### src/rtl/online_result_deserializer.sv
// online_result_deserializer
//   Receive end of the online multiplier output stream. Skips the online delay after
//   start, captures out_digits MSD-first signed digits, and converts them on the fly
//   (Q/QM pair) into a two's-complement word. The result is offered on valid/ready.
//   Optional build macro: OTF_DIGIT_CHECK_EN adds a sticky illegal-digit (-4) flag.
module online_result_deserializer #(
    parameter int unsigned no_of_digits = 4,
    parameter int unsigned radix_bits   = 3,
    parameter int unsigned radix        = 4,
    parameter int unsigned delta        = 2,
    parameter int unsigned out_digits   = 2*no_of_digits+1
) (
    input  logic                             clk,
    input  logic                             extern_reset_n,
    input  logic                             start,
    input  logic [radix_bits-1:0]            z,
    input  logic                             ready,
    output logic                             valid,
    output logic                             busy,
    output logic [out_digits*radix_bits-1:0] dout_raw,
    output logic [2*out_digits:0]            result_tc,
    output logic                             digit_err
);

    localparam int unsigned RES_W  = 2*out_digits+1;
    localparam int unsigned RAW_W  = out_digits*radix_bits;
    localparam int unsigned SH     = $clog2(radix);
    localparam int unsigned CNT_W  = $clog2(out_digits+1);
    localparam int unsigned SKIP_W = (delta > 0) ? $clog2(delta+1) : 1;

    typedef enum logic [1:0] {
        IDLE    = 2'd0,
        SKIP    = 2'd1,
        COLLECT = 2'd2,
        DONE    = 2'd3
    } state_t;

    state_t              state_q;
    logic                valid_q;
    logic                busy_q;
    logic [RAW_W-1:0]    dout_q;
    logic [RES_W-1:0]    q_q;
    logic [RES_W-1:0]    qm_q;
    logic [SKIP_W-1:0]   skip_cnt_q;
    logic [CNT_W-1:0]    dig_cnt_q;

    logic [RES_W-1:0]    q_d;
    logic [RES_W-1:0]    qm_d;
    logic [SH-1:0]       dm1;
    logic                z_neg;
    logic                z_pos;
    logic                z_min;
    logic                accept_start;

    assign valid     = valid_q;
    assign busy      = busy_q;
    assign dout_raw  = dout_q;
    assign result_tc = q_q;

    // A new frame starts from IDLE, or straight out of DONE when the result is taken
    assign accept_start = start && ((state_q == IDLE) || ((state_q == DONE) && ready));

    // Digit classification and on-the-fly conversion next values
    always_comb begin
        z_neg = z[radix_bits-1];
        z_pos = !z[radix_bits-1] && (z != '0);
        z_min = (z == {1'b1, {(radix_bits-1){1'b0}}});
        // low digit of Q is d mod radix; low digit of QM is (d-1) mod radix
        dm1   = z[SH-1:0] - SH'(1);
        q_d   = z_neg ? {qm_q[RES_W-SH-1:0], z[SH-1:0]}
                      : {q_q[RES_W-SH-1:0],  z[SH-1:0]};
        if (z_min) begin
            // -4 still converts arithmetically: QM' = 4*QM - 1 needs a borrow into the upper part
            qm_d = {(RES_W-SH)'(qm_q[RES_W-SH-1:0] - (RES_W-SH)'(1)), {SH{1'b1}}};
        end else if (z_pos) begin
            qm_d = {q_q[RES_W-SH-1:0], dm1};
        end else begin
            qm_d = {qm_q[RES_W-SH-1:0], dm1};
        end
    end

    // Frame FSM: skip the online delay, collect digits, hold the result until accepted
    always_ff @(posedge clk or negedge extern_reset_n) begin
        if (!extern_reset_n) begin
            state_q    <= IDLE;
            valid_q    <= 1'b0;
            busy_q     <= 1'b0;
            dout_q     <= '0;
            q_q        <= '0;
            qm_q       <= '1;
            skip_cnt_q <= '0;
            dig_cnt_q  <= '0;
        end else if (accept_start) begin
            state_q    <= (delta == 0) ? COLLECT : SKIP;
            valid_q    <= 1'b0;
            busy_q     <= 1'b1;
            dout_q     <= '0;
            q_q        <= '0;
            qm_q       <= '1;
            skip_cnt_q <= '0;
            dig_cnt_q  <= '0;
        end else begin
            case (state_q)
                IDLE: begin
                    state_q <= IDLE;
                end
                SKIP: begin
                    skip_cnt_q <= skip_cnt_q + SKIP_W'(1);
                    if (skip_cnt_q == SKIP_W'(delta-1)) begin
                        state_q <= COLLECT;
                    end
                end
                COLLECT: begin
                    dout_q    <= {dout_q[RAW_W-radix_bits-1:0], z};
                    q_q       <= q_d;
                    qm_q      <= qm_d;
                    dig_cnt_q <= dig_cnt_q + CNT_W'(1);
                    if (dig_cnt_q == CNT_W'(out_digits-1)) begin
                        state_q <= DONE;
                        valid_q <= 1'b1;
                        busy_q  <= 1'b0;
                    end
                end
                DONE: begin
                    if (ready) begin
                        state_q <= IDLE;
                        valid_q <= 1'b0;
                    end
                end
                default: begin
                    state_q <= IDLE;
                end
            endcase
        end
    end

`ifdef OTF_DIGIT_CHECK_EN
    logic digit_err_q;

    assign digit_err = digit_err_q;

    // Sticky flag for a -4 digit seen during collection, cleared by the next accepted start
    always_ff @(posedge clk or negedge extern_reset_n) begin
        if (!extern_reset_n) begin
            digit_err_q <= 1'b0;
        end else if (accept_start) begin
            digit_err_q <= 1'b0;
        end else if ((state_q == COLLECT) && z_min) begin
            digit_err_q <= 1'b1;
        end
    end
`else
    assign digit_err = 1'b0;
`endif

endmodule

### config.mk
export PLATFORM = sky130hd
export DESIGN_NAME = online_result_deserializer
export DESIGN_NICKNAME = d
export VERILOG_FILES = /design/src/rtl/online_result_deserializer.sv
export SDC_FILE = /design/constraint.sdc
export NUM_CORES = 1
export LEC_CHECK = 0
export CAP_MARGIN = 20
export CELL_PAD_IN_SITES_DETAIL_PLACEMENT = 0
export CELL_PAD_IN_SITES_GLOBAL_PLACEMENT = 1
export CORE_UTILIZATION = 42
export CTS_CLUSTER_SIZE = 14
export DETAILED_ROUTE_END_ITERATION = 7
export PLACE_DENSITY_LB_ADDON = 0.1
export SLEW_MARGIN = 20
export SYNTH_ARGS = -nofsm -noshare
export SYNTH_HDL_FRONTEND = slang
export SYNTH_SLANG_ARGS = --single-unit
export TNS_END_PERCENT = 100
### constraint.sdc
create_clock -name clk -period 2.7 [get_ports clk]
set_input_delay 0.27 -clock clk [delete_from_list [all_inputs] [get_ports clk]]
set_output_delay 0.27 -clock clk [all_outputs]
set_load 0.01 [all_outputs]
[Yosys cells after proc, flatten, opt, wreduce, memory -nomap -nowiden]
Cells that the tools add are included.
Word-level totals
  register bits after elaboration: 73
  memory bits (read-only): 0
  memories: 0
  memory bits (writable): 0
  output and inout port bits: 49
  bits in latches: 0
Operators by class
  reductions and logical operators: 14
  multipliers: 0
  equality and inequality tests: 9
  add/subtract/negate cells: 4
  bitwise operators: 0
  shift-type cells: 0
  order comparisons: 0
  mux-type cells: 25
  div/mod/pow operators: 0
Operators with widths (number)
  two-way mux 17 bit: 4
  two-way mux 19 bit: 3
  two-way mux 27 bit: 2
  subtractor 15 x 1 -> 15 bit, second input constant: 1
  two-way mux 2 bit: 6
  inequality test 3 bit, second input constant: 3
  two-way mux 4 bit: 2
  case mux 2 bit (4 select lines): 1
  two-way mux 1 bit: 6
  AND reduction 3 bit: 2
  nonzero test 2 bit: 3
  nonzero test 3 bit: 2
  adder 4 x 1 -> 4 bit, second input constant: 1
  equality test 2 x 1 -> 1 bit, second input constant: 2
  equality test 2 bit, second input constant: 2
  equality test 4 bit, second input constant: 1
  equality test 3 bit, second input constant: 1
  logical AND 1 bit: 3
  adder 2 x 1 -> 2 bit, second input constant: 1
  logical NOT 2 bit: 1
  case mux 1 bit (2 select lines): 1
  AND reduction 2 bit: 1
  subtractor 2 x 1 -> 2 bit, second input constant: 1
  logical NOT 1 bit: 1
  logical OR 1 bit: 1

[Longest topological paths before layout]
  word-level depth: 6
  depth in mapped cells: 9
  mapped depth without buffers: 7

[Worst setup path after synthesis]
OpenSTA, ideal clock, no wires.
  path kind: register to register
  start: reg qm_q[7]
  end: reg qm_q[16]
  buffers on the path: 1
  setup time: 0.062 ns
  cell stages (with the launch flop): 7
  arrival time: 2.116 ns
  data required time: 2.638 ns
  slack: 0.523 ns
  cell sequence: dfstp_2 -> buf_6 -> or4_1 -> or4_4 -> or4_1 -> a21oi_1 -> o32a_1
On the way
  word-level cells in the longest chain between the ends: 4
RTL lines
  start, declared: line 43  | logic [RES_W-1:0] qm_q;
  start signal, assigned: line 116  | qm_q <= qm_d;
  subtractor 15 x 1 -> 15 bit: line 74  | qm_d = {(RES_W-SH)'(qm_q[RES_W-SH-1:0] - (RES_W-SH)'(1)), {SH{1'b1}}};
  two-way mux 17 bit: line 72  | if (z_min) begin
  two-way mux 17 bit: line 103  | case (state_q)
  two-way mux 17 bit: line 93  | end else if (accept_start) begin
No other way between the ends. The select of a mux whose other input is x is not followed.
A chain may end at the register's enable or synchronous reset.

[Worst setup path in the final report]
  start: reg qm_q[9]
  end: reg qm_q[16]
Same word-level chain as after synthesis.

==> metrics.md <==
| Metric | Value |
|---|---|
| Die H | about 97 um |
| Post-Place Setup Slack | ~0.48 ns |
| Crit end category | flop |
| WL/cell | 15.6 um |
| Slew Viols, Final | 0 |
| Clock Path Buffers | 2 |
| RSZ-0062 raised after global routing | no |
| Final-layout fill cell count | 821 |
| CTS tree | built |
| Skew final | 0.0115 ns |
| Antenna cells | 0 |
| Routed WL | between 8000 and 9000 um |
| Yosys reg bits | between 70 and 80 |
| Hold WS | 0.148 ns |
| Worst r2r path cells | 5 |
| IR drop worst, VDD | 0.000438 V |
| Min cycle time layout | roughly 2.2 ns |
| Post-Syn Area | 3820 sq um |
| Core area | 8760 sq um |
| Worst reg2reg path startpoint | qm_q[9] |
| Yosys top cell area share | 0.354 |
| FF-to-FF End | qm_q[16] |
| Setup_tns | 0 ns |
| Tcrit/Tclk final | 0.829 |
| Final GP Congestion | around 0.73 |
| Synth cell types | 50 |
| Max FO, Critical Path | 7 |
| Post-route setup slack | around 0.46 ns |
| Status | complete, no violations |
| Ys Warns | 0 |
| Design Area, Final | about 4600 sq um |
| Post-synth top flop | dfrtp_1 |
| CTS H-Tree Depth | 3 |
| Startpoint types | flop |
| Row count | 34 |
| Vias per cell | roughly 5.4 |
| Cells after Synth | about 380 |
| Inst Count DP | roughly 530 |
| Die width | slightly below 100 um |
| Cts bufs inserted | 9 |
| Area leader, netlist | dfrtp_1 |
| Syn Nets | 400 |
| Vias | 2908 |
| Die ar. | between 9000 and 10000 sq um |
| Type of the worst min-delay path | in -> async |
| Worst-path cell chain | or4_1 -> or4_4 -> or4_1 -> a21oi_1 -> o32a_1 |
| Vias in the first global route | around 2800 |
| Detail Route Antenna Nets | 0 |
| Post-DP HPWL | around 5500 um |
| # port buffers | 54 |
| Fmax | 447 MHz |
| Share of cells above drive strength 1 | 0.127 |
| Worst path max stage delay | between 0.5 and 0.6 ns |
| Nets | between 400 and 500 |
| Kind of critical path | reg -> reg |
| GRT Util Overall | 0.189 |
| Post_cts resized | 0 |
| Placed Area | about 4400 sq um |
| Largest net degree at the start of global routing | 72 |
| Synth area leaders | dfrtp_1, mux2i_1, dfstp_2, nor2_1, a211oi_1 |
| # IOs | 56 |
| Grt ovf | 0 |
| Wire length of the first global-routing pass | about 14000 um |
| Overall power | about 5.3 mW |
| P_leak | between 1.5 and 2 nW |
| CTS root buffer | clkbuf_8 |
| Pwr dens | about 1100 nW/um^2 |
| Sequential-to-total area share from yosys stat | 0.471 |
| DR iter-0 viols | around 110 |
| EDFF count, synth | 0 |
| Worst-skew pair later-pin latency | 0.34 ns |
| Slowest library cell on the worst path | or4_1 |
| Synth Area per Inst | 9.94 sq um |
| Async set-reset flop share out of synthesis | 1.00 |
| # Post-CTS Setup Buffers | 0 |
| Initial Utilization | 0.436 |
| Hold Vio Cnt, Final | 0 |
| Relative slew margins | 0.387 |
| Initial antenna violation count | 0 |
| Most Frequent Cell on Critical Path | or4_1 |
| Clk slew on worst S/H paths | ~0.080 ns |
| Area grow syn2layout | 20.8% |
| # setup viols final | 0 |
| R2r setup slk | around 0.46 ns |
| # DRC | 0 |
| Max-Cap Viols | 0 |
| Measured slew at the worst slew-check pin | approximately 0.92 ns |
| Non-Filler Instances | between 500 and 600 |
| Critical path data arrival time | roughly 2.5 ns |
| Hold-fix buffer count after cts | 0 |
| 1st-pass router iterations | 4 |
| CTS Sinks | a little over 70 |
| Critical path required time | about 3 ns |
| Fin util | 0.526 |
## kinds of logic (layout without fill, tap and decap cells)
logic type | Yosys count | after routing | share of synthesized area
other | 1 | 1 | 0.000982
AND/OR/NAND/NOR | 121 | 121 | 0.144
multiplexers | 54 | 54 | 0.143
buffers and inverters | 45 | 94 | 0.0590
adder cells (fa/ha/maj) | 9 | 9 | 0.0295
XOR/XNOR | 14 | 14 | 0.0321
AO/OA/AOI/OAI | 69 | 69 | 0.121
flip-flops | 71 | 71 | 0.471
## cells in the final DEF, fill, tap and decap left out, types with 8 or more instances in the layout
cell type,netlist,routed
a211oi_1,16,16
a21oi_1,15,15
buf_4,4,10
clkbuf_8,0,9
clkdlybuf4s50_1,0,52
dfrtp_1,54,54
dfstp_2,17,17
ha_1,9,8
inv_1,12,12
mux2i_1,51,51
nand2_1,25,25
nor2_1,61,61
o21ai_0,16,16
xnor2_1,8,8
## flip-flops by register name, summed over array words and instances, names as in the netlist
name / count
state_q: 2
valid: 1
qm_q: 17
dig_cnt_q: 4
dout_raw: 27
result_tc: 17
skip_cnt_q: 2
busy: 1
## layer usage
| layer | global-route usage | wire [um] |
|---|---|---|
| met1 | 0.259 | 4030 |
| met2 | 0.298 | 3970 |
| met3 | 0.0388 | 343 |
| met4 | 0.0667 | 121 |
| met5 | 0 | 0 |
## worst max-delay path by stage
stage          endpoint  slack (ns)     from  depth (start not counted)
3_5_place_dp   qm_q[16]        0.48  qm_q[9]                          5
3_3_place_gp   qm_q[16]        0.48  qm_q[9]                          5
2_1_floorplan  qm_q[16]        0.52  qm_q[7]                          6
6_report       qm_q[16]        0.46  qm_q[9]                          5
5_1_grt        qm_q[16]        0.37  qm_q[9]                          5
4_1_cts        qm_q[16]        0.46  qm_q[9]                          5
## cells in the mapped netlist, drive strengths merged, types with 2 or more instances
| master | number |
|---|---|
| a211o | 2 |
| a211oi | 16 |
| a21oi | 15 |
| a311oi | 4 |
| buf | 17 |
| clkbuf | 15 |
| dfrtp | 54 |
| dfstp | 17 |
| ha | 9 |
| inv | 12 |
| mux2 | 3 |
| mux2i | 51 |
| nand2 | 26 |
| nand2b | 5 |
| nand3 | 6 |
| nand4 | 2 |
| nand4b | 2 |
| nor2 | 61 |
| nor2b | 3 |
| nor3 | 5 |
| nor4 | 2 |
| o21ai | 16 |
| o22a | 2 |
| o22ai | 4 |
| o32a | 3 |
| or3 | 2 |
| or4 | 4 |
| xnor2 | 8 |
| xor2 | 6 |
## layout make-up
cell class,count,area (sq um),share of cell area
Inverter,13,48.8,0.0106
Multi-Input combinational cell,268,1820,0.394
Timing Repair Buffer,65,626,0.136
Tap cell,108,135,0.0293
Sequential cell,71,1800,0.390
Clock buffer,10,128,0.0277
Clock inverter,6,62.6,0.0136
## critical path: cells and delay by family, from the launching register on
| kind | cells | cell delay [ns] |
|---|---|---|
| and+or+nand+nor | 3 | 1.50 |
| DFF | 1 | 0.40 |
| AOI/OAI and AO/OA | 2 | 0.30 |
## power by group
group	switching [mW]	total [mW]	leakage, nW	internal [mW]
logic	1.19	2.42	1.00	1.23
clock network	0.409	0.835	0.100	0.426
registers	0.465	2.03	0.880	1.57
total	2.07	5.29	1.98	3.22
No activity file was read; power rests on OpenSTA's default activity.
==> RTL edit (same settings) <==
Change the parameter `delta` from 2 to 4.
--- a/src/rtl/online_result_deserializer.sv
+++ b/src/rtl/online_result_deserializer.sv
@@ -7,7 +7,7 @@
     parameter int unsigned no_of_digits = 4,
     parameter int unsigned radix_bits   = 3,
     parameter int unsigned radix        = 4,
-    parameter int unsigned delta        = 2,
+    parameter int unsigned delta        = 4,
     parameter int unsigned out_digits   = 2*no_of_digits+1
 ) (
     input  logic                             clk,
Formal check against the unedited RTL: not equivalent (a bounded check fails within 10 cycles, from zero or initial values and one cycle with extern_reset_n low).
==> RTL edit against the unedited design <==
- setup slack better by 110 ps
- critical path depth up 3
- area after synthesis up 2.8%
- routed wire length up 9.1%
- non-clock buffer count down 1
- total power up 2.9%
- design area up 2.2%
- sequential cell count up 1
- core utilization up 0.40 points
- maximum frequency up 5.4%
- critical path type is now in2reg
- largest cell class unchanged
==> RTL edit: results (changes against the unedited design) <==
| Metric | Value |
|---|---|
| WL per Instance | 16.9 um (was 15.6 um) |
| Area post-placement | 4520 um2 (was 4420 um2) |
| Switching fraction of total power | 40.1% (was 39.1%) |
| Final net count | 451 (was 444) |
| Place WS | 220 ps (was 476 ps) |
| Port bufs | 54 (unchanged) |
| Hold WS | 55.7 ps (was 148 ps) |
| Initial antenna violation count | 0 (unchanged) |
| Worst r2r src | state_q[0] (was qm_q[9]) |
| Syn Nets | 411 (was 400) |
| Hpwl dp | 5970 um (was 5480 um) |
| Mux share of post-synthesis cell area | 13.7% (was 14.3%) |
| Sequential area share after synthesis | 46.4% (was 47.1%) |
| FF-to-FF setup slack | 680 ps (was 460 ps) |
| Worst-case clock buffer depth | 2 (unchanged) |
| Num CTS Buffers | 9 (unchanged) |
| Peak supply drop | 0.529 mV (was 0.438 mV) |
| CP max FO | 15 (was 7) |
| R2R Path End | qm_q[8] (was qm_q[16]) |
| Aggregate global-route resource usage | 20.4% (was 18.9%) |
| Post-synth ARST share | 100% (unchanged) |
| P&R area growth vs syn | 20.1% (was 20.8%) |
| Pre-Repair DR Iteration Count | 4 (unchanged) |
| Post-cts sizing count | 0 (unchanged) |
| Worst slew pin tran | 926 ps (was 920 ps) |
| Yosys top cell area share | 35.1% (was 35.4%) |
| Final setup skew | 9.49 ps (was 11.5 ps) |
| Post-synth cell types | 53 (was 50) |
| Arrival @ worst endpoint | 2410 ps (was 2520 ps) |
| Post-Synth Adder-Cell Area | 3.19% (was 2.95%) |
| Leak pwr | 2.01 nW (was 1.98 nW) |
| XOR/XNOR share of the synthesized area | 1.56% (was 3.21%) |
| Compound-Gate Fraction of Synth Area | 14.1% (was 12.1%) |
| Reg2Reg Depth | 5 (unchanged) |
| GP Congestion | 0.790 (was 0.732) |
| Commonest cells in the netlist | 56 x nor2_1, 55 x dfrtp_1, 47 x mux2i_1 (was 61 x nor2_1, 54 x dfrtp_1, 51 x mux2i_1) |
| Share of cells above drive strength 1 | 13.2% (was 12.7%) |
| Largest net degree at the start of global routing | 73 (was 72) |
| Status | finished, final reports clean (unchanged) |
| Hold Crit Class | in2async (unchanged) |
| Detailed Route Iter0 Violations | 78 (was 112) |
| Synth warn | 0 (unchanged) |
| First-pass GRT wire length | 15,700 um (was 14,500 um) |
| CTS clock-pin slew for the worst setup and hold paths | 80 ps (about the same) |
| Synth area leaders | dfrtp_1 35%, mux2i_1 12%, dfstp_2 11% (was dfrtp_1 35%, mux2i_1 13%, dfstp_2 12%) |
| Ant. Diodes | 0 (unchanged) |
| Via count | 3,055 (was 2,908) |
RTL edit: cell types whose count changed in the layout (fill, tap and decap cells not counted), sizes merged, moves of 4 or more:
cell    before  now
a21oi       15    8
a31oi        0    5
clkinv       6    1
nor2        61   56
o21ai       16   11
mux2i       51   47
nand2b       5    9
o221ai       0    4
xnor2        8    4
RTL edit: logic make-up after synthesis:
logic type | after synthesis
other | 1
AO/OA/AOI/OAI | 77
multiplexers | 53
AND/OR/NAND/NOR | 125
flip-flops | 72
XOR/XNOR | 7
adder cells (fa/ha/maj) | 10
buffers and inverters | 49
RTL edit: worst max-delay path: stages:
cell	delay [ps]
clkdlybuf4s50_1	430
inv_1	70
ha_1	530
buf_4	250
mux2i_1	180
o22ai_1	100
or3_1	400
o22a_1	170
RTL edit: how the worst max path moves through the flow:
stage / endpoint / from / slack [ps]
final: qm_q[12] / z[1] / 570
after global routing: qm_q[12] / z[0] / 430
after CTS: qm_q[12] / z[0] / 590
after detailed placement: qm_q[12] / z[0] / 220
after global placement: qm_q[12] / z[0] / 300
after floorplan: dout_raw[19] / state_q[0] / 880
RTL edit: final cells by class:
type / count / area, um2
inverter: 14 / 52.6
multi-input combinational: 273 / 1910
tap: 108 / 135
timing repair buffer: 64 / 608
sequential: 72 / 1820
fill: 807 / 4180
clock buffer: 11 / 151
clock inverter: 5 / 40.0
RTL edit: through the flow:
step / utilization (%) / cells
2_1_floorplan: - / 394
3_3_place_gp: 50.9 / 531
3_5_place_dp: 50.9 / 531
4_1_cts: 53.0 / 547
5_1_grt: 53.0 / 547
6_report: 53.0 / 547
RTL edit: metal layers:
layer	wire length [um]	global-route usage (%)
met4	147	6.54
met5	0	0
met1	4480	27.4
met2	4190	31.5
met3	418	6.52
RTL edit: power by group through the flow:
stage	Clock, mW	Sequential, mW	Combinational (mW)
after floorplan	0	2.06	1.59
after global placement	0	2.15	2.46
after detailed placement	0	2.15	2.50
after CTS	0.849	2.14	2.52
after global routing	0.901	2.21	2.76
final	0.823	2.13	2.48
